[src/rtl/mdu_iterative_pkg.sv]
// Shared definitions for the iterative multiply/divide unit.
// Holds op encodings, the control FSM states and the op-decoding helpers.
package mdu_pkg;

    localparam logic [2:0] MDU_MULT  = 3'd0;
    localparam logic [2:0] MDU_MULTU = 3'd1;
    localparam logic [2:0] MDU_DIV   = 3'd2;
    localparam logic [2:0] MDU_DIVU  = 3'd3;
    localparam logic [2:0] MDU_MADD  = 3'd4;
    localparam logic [2:0] MDU_MADDU = 3'd5;
    localparam logic [2:0] MDU_MSUB  = 3'd6;
    localparam logic [2:0] MDU_MSUBU = 3'd7;

    typedef enum logic [2:0] {
        IDLE,
        MUL,
        DIV,
        FIX,
        DONE
    } mdu_state_e;

    function automatic logic mdu_is_div(input logic [2:0] op);
        return (op == MDU_DIV) || (op == MDU_DIVU);
    endfunction

    function automatic logic mdu_is_signed(input logic [2:0] op);
        return (op == MDU_MULT) || (op == MDU_DIV) ||
               (op == MDU_MADD) || (op == MDU_MSUB);
    endfunction

    function automatic logic mdu_is_acc(input logic [2:0] op);
        return (op == MDU_MADD) || (op == MDU_MADDU) ||
               (op == MDU_MSUB) || (op == MDU_MSUBU);
    endfunction

    function automatic logic mdu_is_sub(input logic [2:0] op);
        return (op == MDU_MSUB) || (op == MDU_MSUBU);
    endfunction

endpackage

[src/rtl/mdu_iterative_if.sv]
// Request/response bundle between the execute stage and the multiply/divide unit.
// The master side issues operations; the slave side is the engine itself.
interface mdu_iterative_if #(
    parameter int WIDTH = 32
);
    logic [2:0]         op_i;
    logic               start_i;
    logic               annul_i;
    logic [WIDTH-1:0]   a_i;
    logic [WIDTH-1:0]   b_i;
    logic [2*WIDTH-1:0] hilo_i;
    logic               busy_o;
    logic               ready_o;
    logic [2*WIDTH-1:0] result_o;
    logic               div_by_zero_o;

    modport master (
        output op_i, start_i, annul_i, a_i, b_i, hilo_i,
        input  busy_o, ready_o, result_o, div_by_zero_o
    );

    modport slave (
        input  op_i, start_i, annul_i, a_i, b_i, hilo_i,
        output busy_o, ready_o, result_o, div_by_zero_o
    );
endinterface

[src/rtl/mdu_iterative_div_radix2.sv]
// Restoring radix-2 divider on unsigned magnitudes, one quotient bit per step.
// The divisor is WIDTH+1 bits wide so a negated INT_MIN magnitude is held exactly.
module div_radix2 #(
    parameter int WIDTH = 32
) (
    input  logic             clk,
    input  logic             rst,
    input  logic             load,
    input  logic             step,
    input  logic [WIDTH-1:0] dividend,
    input  logic [WIDTH:0]   divisor,
    output logic [WIDTH-1:0] quotient,
    output logic [WIDTH-1:0] remainder
);

    logic [WIDTH-1:0] dq;
    logic [WIDTH-1:0] rem;
    logic [WIDTH:0]   dsr;
    logic [WIDTH:0]   shifted;
    logic [WIDTH-1:0] diff;
    logic             fits;

    // The partial remainder stays below the divisor, so the difference always fits WIDTH bits.
    assign shifted = {rem, dq[WIDTH-1]};
    assign fits    = (shifted >= dsr);
    assign diff    = WIDTH'(shifted - dsr);

    always_ff @(posedge clk or posedge rst) begin
        if (rst) begin
            dq  <= '0;
            rem <= '0;
            dsr <= '0;
        end else if (load) begin
            dq  <= dividend;
            rem <= '0;
            dsr <= divisor;
        end else if (step) begin
            rem <= fits ? diff : shifted[WIDTH-1:0];
            dq  <= {dq[WIDTH-2:0], fits};
        end
    end

    assign quotient  = dq;
    assign remainder = rem;

endmodule

[src/rtl/mdu_iterative.sv]
// Handshaked multiply/divide engine producing the {HI,LO} value for the execute stage.
// Owns the control FSM, the multiplier pipeline, divide sign fix-up and flush handling.
module mdu_iterative
    import mdu_pkg::*;
#(
    parameter int WIDTH      = 32,
    parameter int MUL_STAGES = 2
) (
    input  logic           clk,
    input  logic           rst,
    mdu_iterative_if.slave bus
);

    localparam int W2      = 2 * WIDTH;
    localparam int CNT_MAX = (WIDTH > MUL_STAGES) ? WIDTH : MUL_STAGES;
    localparam int CNT_W   = $clog2(CNT_MAX + 1);

    mdu_state_e        state;
    logic [CNT_W-1:0]  cnt;
    logic [2:0]        op_q;
    logic [WIDTH-1:0]  a_q;
    logic [WIDTH-1:0]  b_q;
    logic [W2-1:0]     hilo_q;
    logic              busy_q;
    logic              ready_q;
    logic              dbz_q;
    logic [W2-1:0]     result_q;

    logic [W2-1:0]     pipe [MUL_STAGES];
    logic [W2-1:0]     ext_a;
    logic [W2-1:0]     ext_b;
    logic [W2-1:0]     raw_prod;
    logic              sgn;

    logic [WIDTH:0]    a_ext;
    logic [WIDTH:0]    b_ext;
    logic [WIDTH-1:0]  a_mag;
    logic [WIDTH:0]    b_mag;
    logic [WIDTH-1:0]  q_mag;
    logic [WIDTH-1:0]  r_mag;
    logic [WIDTH-1:0]  q_fix;
    logic [WIDTH-1:0]  r_fix;
    logic              a_neg;
    logic              b_neg;
    logic              div_load;
    logic              div_step;

    // Sign- or zero-extending to 2*WIDTH lets one unsigned multiply serve both op flavours.
    assign sgn      = mdu_is_signed(op_q);
    assign ext_a    = sgn ? {{WIDTH{a_q[WIDTH-1]}}, a_q} : {{WIDTH{1'b0}}, a_q};
    assign ext_b    = sgn ? {{WIDTH{b_q[WIDTH-1]}}, b_q} : {{WIDTH{1'b0}}, b_q};
    assign raw_prod = ext_a * ext_b;

    function automatic logic [W2-1:0] accumulate(input logic [W2-1:0] p);
        if (!mdu_is_acc(op_q)) begin
            return p;
        end else if (mdu_is_sub(op_q)) begin
            return hilo_q - p;
        end else begin
            return hilo_q + p;
        end
    endfunction

    // Product enters the first stage; the accumulate is folded into the last one.
    always_ff @(posedge clk or posedge rst) begin
        if (rst) begin
            for (int i = 0; i < MUL_STAGES; i++) begin
                pipe[i] <= '0;
            end
        end else begin
            pipe[0] <= (MUL_STAGES == 1) ? accumulate(raw_prod) : raw_prod;
            for (int i = 1; i < MUL_STAGES; i++) begin
                pipe[i] <= (i == MUL_STAGES - 1) ? accumulate(pipe[i-1]) : pipe[i-1];
            end
        end
    end

    assign a_neg = sgn & a_q[WIDTH-1];
    assign b_neg = sgn & b_q[WIDTH-1];
    assign a_ext = {a_neg, a_q};
    assign b_ext = {b_neg, b_q};
    assign a_mag = WIDTH'(a_neg ? -a_ext : a_ext);
    assign b_mag = b_neg ? -b_ext : b_ext;

    assign div_load = (state == DIV) && (cnt == '0);
    assign div_step = (state == DIV) && (cnt != '0);

    div_radix2 #(
        .WIDTH(WIDTH)
    ) u_div (
        .clk      (clk),
        .rst      (rst),
        .load     (div_load),
        .step     (div_step),
        .dividend (a_mag),
        .divisor  (b_mag),
        .quotient (q_mag),
        .remainder(r_mag)
    );

    // Quotient truncates toward zero; the remainder follows the dividend's sign.
    assign q_fix = (a_neg ^ b_neg) ? -q_mag : q_mag;
    assign r_fix = a_neg ? -r_mag : r_mag;

    always_ff @(posedge clk or posedge rst) begin
        if (rst) begin
            state    <= IDLE;
            cnt      <= '0;
            op_q     <= MDU_MULT;
            a_q      <= '0;
            b_q      <= '0;
            hilo_q   <= '0;
            busy_q   <= 1'b0;
            ready_q  <= 1'b0;
            dbz_q    <= 1'b0;
            result_q <= '0;
        end else begin
            ready_q <= 1'b0;
            dbz_q   <= 1'b0;
            if (bus.annul_i) begin
                state  <= IDLE;
                busy_q <= 1'b0;
                cnt    <= '0;
            end else begin
                case (state)
                    IDLE, DONE: begin
                        if (bus.start_i) begin
                            op_q   <= bus.op_i;
                            a_q    <= bus.a_i;
                            b_q    <= bus.b_i;
                            hilo_q <= bus.hilo_i;
                            cnt    <= '0;
                            busy_q <= 1'b1;
                            state  <= mdu_is_div(bus.op_i) ? DIV : MUL;
                        end else begin
                            busy_q <= 1'b0;
                            state  <= IDLE;
                        end
                    end
                    MUL: begin
                        if (cnt == CNT_W'(MUL_STAGES)) begin
                            state    <= DONE;
                            busy_q   <= 1'b0;
                            ready_q  <= 1'b1;
                            result_q <= pipe[MUL_STAGES-1];
                        end else begin
                            cnt <= cnt + CNT_W'(1);
                        end
                    end
                    DIV: begin
                        // A zero divisor is spotted in the load cycle and bypasses the iterations.
                        if ((cnt == '0) && (b_q == '0)) begin
                            state    <= DONE;
                            busy_q   <= 1'b0;
                            ready_q  <= 1'b1;
                            dbz_q    <= 1'b1;
                            result_q <= {a_q, {WIDTH{1'b1}}};
                        end else if (cnt == CNT_W'(WIDTH)) begin
                            state <= FIX;
                        end else begin
                            cnt <= cnt + CNT_W'(1);
                        end
                    end
                    FIX: begin
                        state    <= DONE;
                        busy_q   <= 1'b0;
                        ready_q  <= 1'b1;
                        result_q <= {r_fix, q_fix};
                    end
                    default: begin
                        state  <= IDLE;
                        busy_q <= 1'b0;
                    end
                endcase
            end
        end
    end

    assign bus.busy_o        = busy_q;
    assign bus.ready_o       = ready_q;
    assign bus.result_o      = result_q;
    assign bus.div_by_zero_o = dbz_q;

endmodule
[src/flat_wrapper.sv]
// flat-port wrapper written by rule: the top's interface ports become plain ports
module mdu_iterative_flat import mdu_pkg::*;
#(
    parameter int WIDTH      = 32,
    parameter int MUL_STAGES = 2
)
  (clk, rst, bus_op_i, bus_start_i, bus_annul_i, bus_a_i, bus_b_i, bus_hilo_i, bus_busy_o, bus_ready_o, bus_result_o, bus_div_by_zero_o);
  mdu_iterative_if #(.WIDTH(WIDTH)) bus_i ();
  input  logic clk;
  input  logic rst;
  input wire logic [$bits(bus_i.op_i)-1:0] bus_op_i;
  input wire logic [$bits(bus_i.start_i)-1:0] bus_start_i;
  input wire logic [$bits(bus_i.annul_i)-1:0] bus_annul_i;
  input wire logic [$bits(bus_i.a_i)-1:0] bus_a_i;
  input wire logic [$bits(bus_i.b_i)-1:0] bus_b_i;
  input wire logic [$bits(bus_i.hilo_i)-1:0] bus_hilo_i;
  output wire logic [$bits(bus_i.busy_o)-1:0] bus_busy_o;
  output wire logic [$bits(bus_i.ready_o)-1:0] bus_ready_o;
  output wire logic [$bits(bus_i.result_o)-1:0] bus_result_o;
  output wire logic [$bits(bus_i.div_by_zero_o)-1:0] bus_div_by_zero_o;
  assign bus_i.op_i = bus_op_i;
  assign bus_i.start_i = bus_start_i;
  assign bus_i.annul_i = bus_annul_i;
  assign bus_i.a_i = bus_a_i;
  assign bus_i.b_i = bus_b_i;
  assign bus_i.hilo_i = bus_hilo_i;
  assign bus_busy_o = bus_i.busy_o;
  assign bus_ready_o = bus_i.ready_o;
  assign bus_result_o = bus_i.result_o;
  assign bus_div_by_zero_o = bus_i.div_by_zero_o;
  mdu_iterative #(.WIDTH(WIDTH), .MUL_STAGES(MUL_STAGES)) u_core (.clk(clk), .rst(rst), .bus(bus_i));
endmodule
[config.mk]
export PLATFORM = sky130hd
export DESIGN_NAME = mdu_iterative_flat
export DESIGN_NICKNAME = d
export VERILOG_FILES = /design/src/rtl/mdu_iterative_pkg.sv /design/src/rtl/mdu_iterative_if.sv /design/src/rtl/mdu_iterative_div_radix2.sv /design/src/rtl/mdu_iterative.sv /design/src/flat_wrapper.sv
export SDC_FILE = /design/constraint.sdc
export NUM_CORES = 2
export LEC_CHECK = 0
export ABC_AREA = 1
export BUFFER_PORTS_ARGS = -buffer_cell sky130_fd_sc_hd__buf_2
export CORE_MARGIN = 2
export CORE_UTILIZATION = 58
export CTS_BUF_LIST = sky130_fd_sc_hd__clkbuf_2
export DETAILED_ROUTE_END_ITERATION = 10
export GPL_TIMING_DRIVEN = 1
export MAX_ROUTING_LAYER = met4
export PLACE_DENSITY = 0.74
export SYNTH_ARGS = -nofsm -noshare
export SYNTH_HDL_FRONTEND = slang
export SYNTH_SLANG_ARGS = --single-unit
[constraint.sdc]
create_clock -name clk -period 21.2 [get_ports clk]
set_input_delay 4.24 -clock clk [delete_from_list [all_inputs] [get_ports clk]]
set_output_delay 4.24 -clock clk [all_outputs]
set_load 0.005 [all_outputs]
==> results.md <==
- YS warnings: 0
- WL/cell: 23.82 um
- DRT antenna net count: 0
- Simple-gate share of the synthesized area: 18.17%
- CTS Buffer Depth: 3
- Reg2Reg Setup Slack: 10.49 ns
- Clock skew: 0.1201 ns
- Floorplan row count: 134
- Status: complete, no violations
- 1st-pass router iterations: 8
- CP Class: flop to flop
- Core Area: 133800 um2
- Xor and xnor fraction of the mapped netlist area: 2.572%
- Synthesized flop and latch total: 432
- Gpl congestion: 1.096
- Vias/cell: 5.719
- Yosys top cell by area: fa_1
- Number of flops mapped to enable cells by yosys: 0
- First-pass GRT wire length: 428.8 mm
- Ys async rst share: 100.0%
- Clock latency on the worst-skew pair: 1.39 ns
- WP data arrival: 11.90 ns
- DP HPWL: 235.0 mm
- Number of global-route vias before repair: 70665
- I/O Buffers: 201
- Cells after DPL: 11721
- Chip width: 371.5 um
- Area Overhead vs Synth: 4.575%
- TritonCTS clock tree: yes
- Largest net degree at the start of global routing: 110
- Total global-route track usage: 43.37%
- Post-Syn Area: 78320 um2
- Synthesized Nets: 11997
- GRT Residual Overflow: 0
- Hold Path Stages: 2
- R2r startpoint: u_core.op_q[0]$_DFFE_PP0P_
- Synth cell count leaders: inv_1 (2591), nand2_1 (2175), fa_1 (1418)
- Clock Tree Root: clkbuf_2
- Largest family of logic cells by synthesized area: adder cells
- Slew HR: 6.382%
- Synth Instances: 10030
- DRT iter0 DRCs: 6798
- Critical R2R Capture: u_core.pipe[118]$_DFF_PP0_
- WHS: 0.4853 ns
- Synth Area in Compound Gates: 7.033%
- Pre-CTS WS: 10.68 ns
- Fin worst setup slack: 10.49 ns
- RSZ-0062 raised after global routing: false
- Final setup viols: 0
- Max Freq: 93.40 MHz
- Die H: 371.5 um
- Most area-consuming cells after synthesis: fa_1 (36%), dfrtp_1 (14%), inv_1 (12%)
- Routing usage on met1: 53.62%
- Worst endpoint required time: 22.40 ns
- I/O Pins: 202
- Mux cell area share after synthesis: 0.9777%
- M3 GR Usage: 8.995%
- Die Area: 138000 um2
- Worst-path clk slew: 0.14 ns
- Post-synthesis sequential area ratio: 13.80%
- Layout cell share with drive strength beyond 1: 6.359%
- Vias: 68174
- Hold Crit Start: u_core.bus.result_o[40]$_DFFE_PP0P_
- Worst reg-to-reg path cell count: 23
- Unique masters post-synth: 61
- Min Clock Period, post-route: 10.71 ns
- Initial antenna violation count: 11
- Final std cells w/o fill: 11920
- Synth Area per Inst: 7.808 um2
- Busiest grt layer: met2
- Worst-Margin Slew: 1.390 ns
- Fin crit share: 50.50%
- Fin Setup TNS: 0 ns
- Clock Sinks: 432
- Top-count cell post-synth: inv_1
- Post-cts resize count: 0
- Worst Setup End Kind: flop
- CTS Buf Count: 103
- Worst Hold Class: flop to flop
- CTS Hold Buffers Added: 0
- Final Hold Fails: 0
- Max FO, Critical Path: 17
- Synth top area share: 36.25%
- Final nets: 12025
- Post-route DRC violation count: 0
- Max Cap Viol: 0
- H-tree levels: 3
- Post-Synth Adder-Cell Area: 42.86%
- GR Util met2: 66.30%
- Final Max Tran Viols: 0
- Post-synth top flop: dfrtp_1
- Hold path endpoint: u_core.bus.result_o[40]$_DFFE_PP0P_
- Initial core utilization: 58.54%
- WL final: 283.9 mm
- Postcts setup bufs: 0
- Startpoint types: flop
==> through the flow <==
stage	utilization [%]	cell area, um2
floorplan	-	78320
global placement	60.38	80780
detailed placement	60.38	80780
CTS	61.20	81880
global route	61.21	81900
finish	61.21	81900
==> kinds of logic after synthesis <==
family | after synthesis
xor gates and xnor gates | 230
AOI/OAI and AO/OA | 983
and+or+nand+nor | 3482
buffers and inverters | 3003
adders and majority gates | 1832
DFF | 432
muxes | 68
==> worst max-delay path by stage <==
| stage | start | slack [ns] | cells past startpoint | endpoint |
|---|---|---|---|---|
| floorplan | rst | 4.93 | 1 | u_core.a_q[0]$_DFFE_PP0P_ |
| global placement | u_core.op_q[0]$_DFFE_PP0P_ | 10.73 | 23 | u_core.pipe[118]$_DFF_PP0_ |
| detailed placement | u_core.op_q[0]$_DFFE_PP0P_ | 10.68 | 23 | u_core.pipe[118]$_DFF_PP0_ |
| CTS | u_core.op_q[0]$_DFFE_PP0P_ | 10.61 | 23 | u_core.pipe[118]$_DFF_PP0_ |
| global route | u_core.op_q[0]$_DFFE_PP0P_ | 10.13 | 27 | u_core.pipe[126]$_DFF_PP0_ |
| finish | u_core.op_q[0]$_DFFE_PP0P_ | 10.49 | 23 | u_core.pipe[118]$_DFF_PP0_ |
==> routing by layer <==
layer	wire, um	part of all wire, %	vias up
met5	0	0	-
met4	20400	7.2	0
met3	28930	10	932
met2	127000	45	3863
met1	107600	38	33638
li1	-	-	29741
==> placed cells by master (no fill, tap or decap), drive strengths merged, types with 4 or more instances in the layout <==
master	instances
nand4	76
nand3b	22
a22oi	14
buf	309
fa	1418
xor2	181
or2	39
and3	5
diode	9
o21bai	36
o21ai	434
a21boi	14
a31oi	20
o221ai	24
clkinv	43
clkbuf	136
o31ai	9
bufinv	7
clkinvlp	4
a21oi	343
dfrtp	432
nor4	35
a2bb2oi	9
xnor2	49
nor2	701
ha	414
a21o	15
nand2	2177
nor3	84
inv	2617
o21a	12
mux2	68
o211ai	32
o22ai	11
nand3	338
==> state kept, by name (all words and copies together) (netlist names), 3 cells and up <==
signal / cells
u_core.a_q: 32
u_core.u_div.dsr: 33
u_core.b_q: 32
u_core.pipe: 128
u_core.u_div.remainder: 32
u_core.state: 3
u_core.u_div.quotient: 32
u_core.cnt: 6
u_core.bus.result_o: 64
u_core.hilo_q: 64
u_core.op_q: 3
==> layout make-up <==
class	instances	area, um2
multi-input cells	6595	56110
fillers	12291	51890
flip-flops and latches	432	10810
inverters	2617	9831
well taps	1768	2212
repair buffers	309	1817
clock buffers	136	680.7
clock inverters	54	417.9
diodes	9	22.52
==> critical path, stage by stage (launching register included) <==
cell	delay [ns]
dfrtp_2	0.64
inv_1	1.02
nand2_1	0.18
fa_1	0.61
inv_1	0.14
fa_1	0.55
fa_1	0.94
inv_1	0.21
fa_1	0.52
fa_1	0.57
inv_1	0.07
fa_1	0.48
fa_1	0.51
fa_1	0.57
fa_1	0.45
fa_1	0.47
ha_1	0.44
nand2_1	0.12
nand2_1	0.10
a31oi_1	0.44
o21ai_0	0.41
a21boi_0	0.52
o211ai_1	0.30
xor2_1	0.22
Power is left out: the tool's default activity adds up to more than one toggle a clock period on the data nets, which glitch-free logic cannot reach.
